**config.mk**
```make
export PLATFORM = sky130hd
export DESIGN_NAME = pc_sequencer
export DESIGN_NICKNAME = d
export VERILOG_FILES = /design/src/rtl/pc_sequencer.sv
export SDC_FILE = /design/constraint.sdc
export NUM_CORES = 1
export LEC_CHECK = 0
export ABC_AREA = 1
export ABC_CLOCK_PERIOD_IN_PS = 3000
export BUFFER_PORTS_ARGS = -buffer_cell sky130_fd_sc_hd__buf_2
export CAP_MARGIN = 15
export CORE_MARGIN = 4
export CORE_UTILIZATION = 53
export DETAILED_ROUTE_END_ITERATION = 12
export GPL_ROUTABILITY_DRIVEN = 0
export GPL_TIMING_DRIVEN = 0
export HOLD_SLACK_MARGIN = 0.08
export PLACE_DENSITY = 0.83
export SLEW_MARGIN = 20
export SYNTH_ARGS = -nofsm -noshare
export SYNTH_HDL_FRONTEND = slang
export SYNTH_SLANG_ARGS = --single-unit
export TNS_END_PERCENT = 50
```
**constraint.sdc**
```tcl
create_clock -name clk -period 3 [get_ports clk]
set_input_delay 0.9 -clock clk [delete_from_list [all_inputs] [get_ports clk]]
set_output_delay 0.9 -clock clk [all_outputs]
set_load 0.005 [all_outputs]
```
**src/rtl/pc_sequencer.sv**
```systemverilog
// Fetch sequencer: owns the PC and its write strobe, fetches over req/ack
// and hands instructions to decode over a valid/ready handshake.
module pc_sequencer #(
  parameter int unsigned           ADDR_W    = 15,
  parameter int unsigned           INSTR_W   = 16,
  parameter logic [ADDR_W-1:0]     RESET_VEC = 15'h0000
) (
  input  logic               clk,
  input  logic               rst,
  output logic               imem_req,
  output logic [ADDR_W-1:0]  imem_addr,
  input  logic               imem_ack,
  input  logic [INSTR_W-1:0] imem_rdata,
  output logic               instr_valid,
  input  logic               instr_ready,
  output logic [INSTR_W-1:0] instr_out,
  output logic [ADDR_W-1:0]  instr_pc,
  input  logic               redirect,
  input  logic [ADDR_W-1:0]  redirect_pc,
  input  logic               halt_req,
  output logic [ADDR_W-1:0]  pcaddout,
  output logic               PCWrite,
  output logic               halted
);

  typedef enum logic [1:0] {
    S_IDLE   = 2'd0,
    S_FETCH  = 2'd1,
    S_VALID  = 2'd2,
    S_HALTED = 2'd3
  } state_t;

  state_t               r_state;
  state_t               w_next_state;
  logic [ADDR_W-1:0]    r_pc;
  logic [ADDR_W-1:0]    w_next_pc;
  logic [ADDR_W-1:0]    w_pc_inc;
  logic                 r_squash;
  logic                 w_next_squash;
  logic                 w_capture;
  logic [INSTR_W-1:0]   r_instr;
  logic [ADDR_W-1:0]    r_instr_pc;
  logic                 r_valid;
  logic                 r_pcwrite;
  logic                 r_halted;

  assign w_pc_inc = r_pc + {{(ADDR_W-1){1'b0}}, 1'b1};

  always_comb begin
    w_next_state  = r_state;
    w_next_pc     = r_pc;
    w_next_squash = r_squash;
    w_capture     = 1'b0;
    case (r_state)
      S_IDLE: begin
        if (redirect) begin
          w_next_pc = redirect_pc;
        end else begin
          w_next_pc = r_pc;
        end
        if (halt_req) begin
          w_next_state = S_HALTED;
        end else begin
          w_next_state = S_FETCH;
        end
      end
      S_FETCH: begin
        if (redirect) begin
          w_next_pc = redirect_pc;
          // An ack this cycle retires the old request; otherwise its ack is still owed.
          if (halt_req) begin
            w_next_state  = S_HALTED;
            w_next_squash = 1'b0;
          end else begin
            w_next_squash = ~imem_ack;
          end
        end else if (imem_ack) begin
          if (r_squash) begin
            w_next_squash = 1'b0;
          end else begin
            w_capture    = 1'b1;
            w_next_state = S_VALID;
          end
        end else begin
          w_next_state = S_FETCH;
        end
      end
      S_VALID: begin
        if (redirect || instr_ready) begin
          if (redirect) begin
            w_next_pc = redirect_pc;
          end else begin
            w_next_pc = w_pc_inc;
          end
          if (halt_req) begin
            w_next_state = S_HALTED;
          end else begin
            w_next_state = S_FETCH;
          end
        end else begin
          w_next_state = S_VALID;
        end
      end
      S_HALTED: begin
        w_next_state  = S_HALTED;
        w_next_squash = 1'b0;
      end
      default: begin
        w_next_state  = S_IDLE;
        w_next_squash = 1'b0;
      end
    endcase
  end

  always_ff @(posedge clk or posedge rst) begin
    if (rst) begin
      r_state    <= S_IDLE;
      r_pc       <= RESET_VEC;
      r_squash   <= 1'b0;
      r_instr    <= '0;
      r_instr_pc <= '0;
      r_valid    <= 1'b0;
      r_pcwrite  <= 1'b0;
      r_halted   <= 1'b0;
    end else begin
      r_state    <= w_next_state;
      r_pc       <= w_next_pc;
      r_squash   <= w_next_squash;
      r_pcwrite  <= (w_next_pc != r_pc);
      r_valid    <= (w_next_state == S_VALID);
      r_halted   <= (w_next_state == S_HALTED);
      if (w_capture) begin
        r_instr    <= imem_rdata;
        r_instr_pc <= r_pc;
      end else begin
        r_instr    <= r_instr;
        r_instr_pc <= r_instr_pc;
      end
    end
  end

  assign imem_req    = (r_state == S_FETCH);
  assign imem_addr   = r_pc;
  assign pcaddout    = r_pc;
  assign instr_valid = r_valid;
  assign instr_out   = r_instr;
  assign instr_pc    = r_instr_pc;
  assign PCWrite     = r_pcwrite;
  assign halted      = r_halted;

endmodule

```
==> impl_metrics.csv <==
group,metric,value,unit
min_path,min_to,"instr_out[13]$_DFFE_PP0P_",
synthesis,synth_simple_gate_area_share,36.21,%
global_route,grt_pass1_wl,15040,µm
placement,port_buffers,100,
synthesis,synth_cell_type_count,30,
clocking,cts.sinks,52,
timing,worst_slack,752.7,ps
floorplan,ios,102,
route,drtIter0Drc,233,
route,drc_errors,0,
synthesis,synth_area_leader_cell,"dfrtp_1",
clocking,post_cts_resized,0,
global_route,grt_pass1_vias,3300,
placement,hpwl,6920,µm
synthesis,syn_nets,518,
worst_setup_path,r2r-start,"imem_addr[0]$_DFF_PP0_",
timing,whs,483.4,ps
synthesis,async_reset_ff_share,100.0,%
synthesis,synth_area,3238,µm²
power_and_ir_drop,p_total,1.452,mW
timing,setup_viol,0,
worst_setup_path,timing.rr.end,"PCWrite$_DFF_PP0_",
global_route,grt_max_degree,37,
clocking,clk_pin_slew,100,ps
synthesis,synth_compound_area_share,8.926,%
layout,fillCellCount,544,
placement,place_ws,458.4,ps
route,ant_nets,0,
layout,seq_area,1301,µm²
worst_setup_path,ff2ff_setup_slack,870,ps
clocking,cts_buffers,5,
power_and_ir_drop,peakVddDrop,280.5,µV
clocking,cts_max_level,2,
worst_setup_path,path_class,"in2reg",
timing,rsz0062_at_grt,"no",
min_path,min_path_cells,2,
min_path,hp-start,"instr_out[13]$_DFFE_PP0P_",
timing,period_minus_slack,2247,ps
worst_setup_path,start_kind,"input port",
floorplan,die_h,86.17,µm
worst_setup_path,path_max_fanout,10,
worst_setup_path,critPathArrivalTime,2440,ps
timing,hold_violations,0,
power_and_ir_drop,powerDensity,364.7,nW/µm²
worst_setup_path,ff2ff_path_depth,13,
timing,fin_skew,15.62,ps
clocking,ctsHoldBuffers,0,
layout,nets,626,
timing,post-route-period-util,74.91,%
route,wirelength,9099,µm
synthesis,synth-seq-cells,52,
clocking,post-cts-setup-buffers,0,
layout,synthToLayoutAreaGrowth,22.95,%
synthesis,synth_flop_cell,"dfrtp_1",
route,routed-via-count,3461,
synthesis,synth_fa_ha_area_share,0.3864,%
min_path,hold_path.class,"reg2reg",
outcome,status,"finished clean",
synthesis,synth_top_family_by_area,"simple AND/OR/NAND/NOR gates",
route,wl_per_cell,13.72,µm
global_route,antenna_found_initial,0,
timing,fmax,0.4450,GHz
timing,worst_pin_slew,445.6,ps
layout,n_antenna_cell,0,
clocking,cts_tree,"built",
route,drt_pre_antenna_iters,6,
layout,multi_input_area,1491,µm²
worst_setup_path,worst_ep_required_time,3190,ps
synthesis,netlist_instances,480,
synthesis,synth_enable_flop_cells,0,
clocking,cts_root_buf,"clkbuf_8",
synthesis,synth_seq_area_share,40.19,%
synthesis,syn_area_per_cell,6.746,µm²
clocking,cts_buffer_depth,2,
synthesis,synth_xor_area_share,0.5410,%
synthesis,synth_area_leaders,"dfrtp_1 40%, nand2_1 21%, nand3_1 5.9%, inv_1 5.7%, nor2_1 5.1%",
floorplan,die_area,7424,µm²
global_route,grt_usage,25.25,%
synthesis,yosys_warnings,0,
floorplan,initial_utilization,54.69,%
floorplan,coreArea,5921,µm²
global_route,gr-total-overflow,0,
layout,drive_gt1_share,25.68,%
floorplan,die_w,86.17,µm
route,viasPerCell,5.220,
power_and_ir_drop,power.leakage,2.406,nW
timing,drv_slew,0,
timing,slew_headroom,70.29,%
synthesis,synthMuxAreaShare,0,%
floorplan,rows,28,
timing,fin_setup_tns,0,ps
synthesis,yosys.area.top_type_share,40.19,%
clocking,insertion_delay,310,ps
run,maxCapViolCount,0,
worst_setup_path,end_kind,"register",
[registers in the layout (all words and copies together), names as in the netlist]
| signal | cells |
|---|---|
| r_squash | 1 |
| halted | 1 |
| imem_addr | 15 |
| instr_pc | 15 |
| instr_out | 16 |
| r_state | 2 |
| instr_valid | 1 |
| PCWrite | 1 |
[per-layer routing]
| layer | vias up | share of wire (%) | GRT usage (%) |
|---|---|---|---|
| li1 | 1705 | - | - |
| met1 | 1540 | 41 | 32.09 |
| met2 | 195 | 48 | 43.45 |
| met3 | 21 | 10 | 4.611 |
| met4 | 0 | 1.6 | 7.914 |
| met5 | - | 0 | 0 |
[per-stage QoR]
| step | util, % | cell area [µm²] | instances |
|---|---|---|---|
| final | 67.24 | 3981 | 663 |
| after global routing | 67.24 | 3981 | 663 |
| after CTS | 67.24 | 3981 | 663 |
| after detailed placement | 65.07 | 3852 | 656 |
| after global placement | 64.73 | 3832 | 655 |
| after floorplan | - | 3238 | 480 |
[worst max path at each step]
stage / end / from / cells after the start
3_5_place_dp: PCWrite$_DFF_PP0_ / instr_ready / 15
5_1_grt: PCWrite$_DFF_PP0_ / instr_ready / 15
4_1_cts: PCWrite$_DFF_PP0_ / instr_ready / 15
3_3_place_gp: instr_pc[6]$_DFFE_PP0P_ / rst / 2
6_report: PCWrite$_DFF_PP0_ / instr_ready / 15
2_1_floorplan: PCWrite$_DFF_PP0_ / rst / 1
[cell usage after synthesis (all sizes together) (2+ instances only)]
cell / n
nand2: 182
a31oi: 2
nor2: 49
o21ai: 36
xor2: 2
nand3: 38
nand4: 9
buf: 31
dfrtp: 52
nor3: 2
a21oi: 13
or2: 2
a22oi: 2
inv: 54
[cell families after synthesis]
family,after synthesis
AO/OA/AOI/OAI,55
adder cells (fa/ha/maj),1
flip-flops,52
buffers and inverters,87
XOR/XNOR,2
AND/OR/NAND/NOR,283
[layout by cell type, fill, tap and decap left out]
cell       netlist  routed
a21oi_1         13      13
a22oi_1          2       2
a31oi_1          2       2
and2_1           1       1
buf_1            1       1
buf_12           0       1
buf_2            6     106
buf_4           19      19
buf_6            5       5
bufinv_16        0       2
clkbuf_1         1       1
clkbuf_8         0       5
clkinv_1         1       1
dfrtp_1         52      52
ha_1             1       1
inv_1           49      48
inv_2            4       5
inv_4            1       1
nand2_1        181     181
nand2_2          1       1
nand3_1         38      38
nand4_1          9       9
nor2_1          44      44
nor2_2           2       2
nor2_4           3       3
nor3_1           2       2
o2111ai_1        1       1
o21a_1           1       1
o21ai_0         32      32
o21ai_1          4       4
or2_1            1       1
or2_2            1       1
xor2_1           2       2
[worst max-delay path, stage by stage]
cell and delay (ps):
buf_2 150, nor2_4 280, nand2_1 130, nand2_1 160, nand2_1 70, nand2_1 70
inv_1 50, nand2_1 90, inv_2 40, nand2_1 50, nand2_1 40, nor2_1 90
nand2_1 70, nor2_1 140, nand4_1 110
[report_power, final]
part	internal (mW)	total, mW	leakage [nW]	switching [mW]
logic	0.0700	0.166	1.66	0.0961
registers	0.707	0.721	0.677	0.0134
clock network	0.328	0.565	0.0642	0.237
total	1.11	1.45	2.41	0.346
[layout make-up]
cell class | count | share of cell area [%]
multi-input cells | 341 | 37.46
well taps | 75 | 2.357
plain buffers | 32 | 5.940
flip-flops and latches | 52 | 32.68
clock buffers | 5 | 1.728
clock inverters | 2 | 1.508
repair buffers | 101 | 13.07
inverters | 55 | 5.248
No activity file was read; power rests on OpenSTA's default activity.
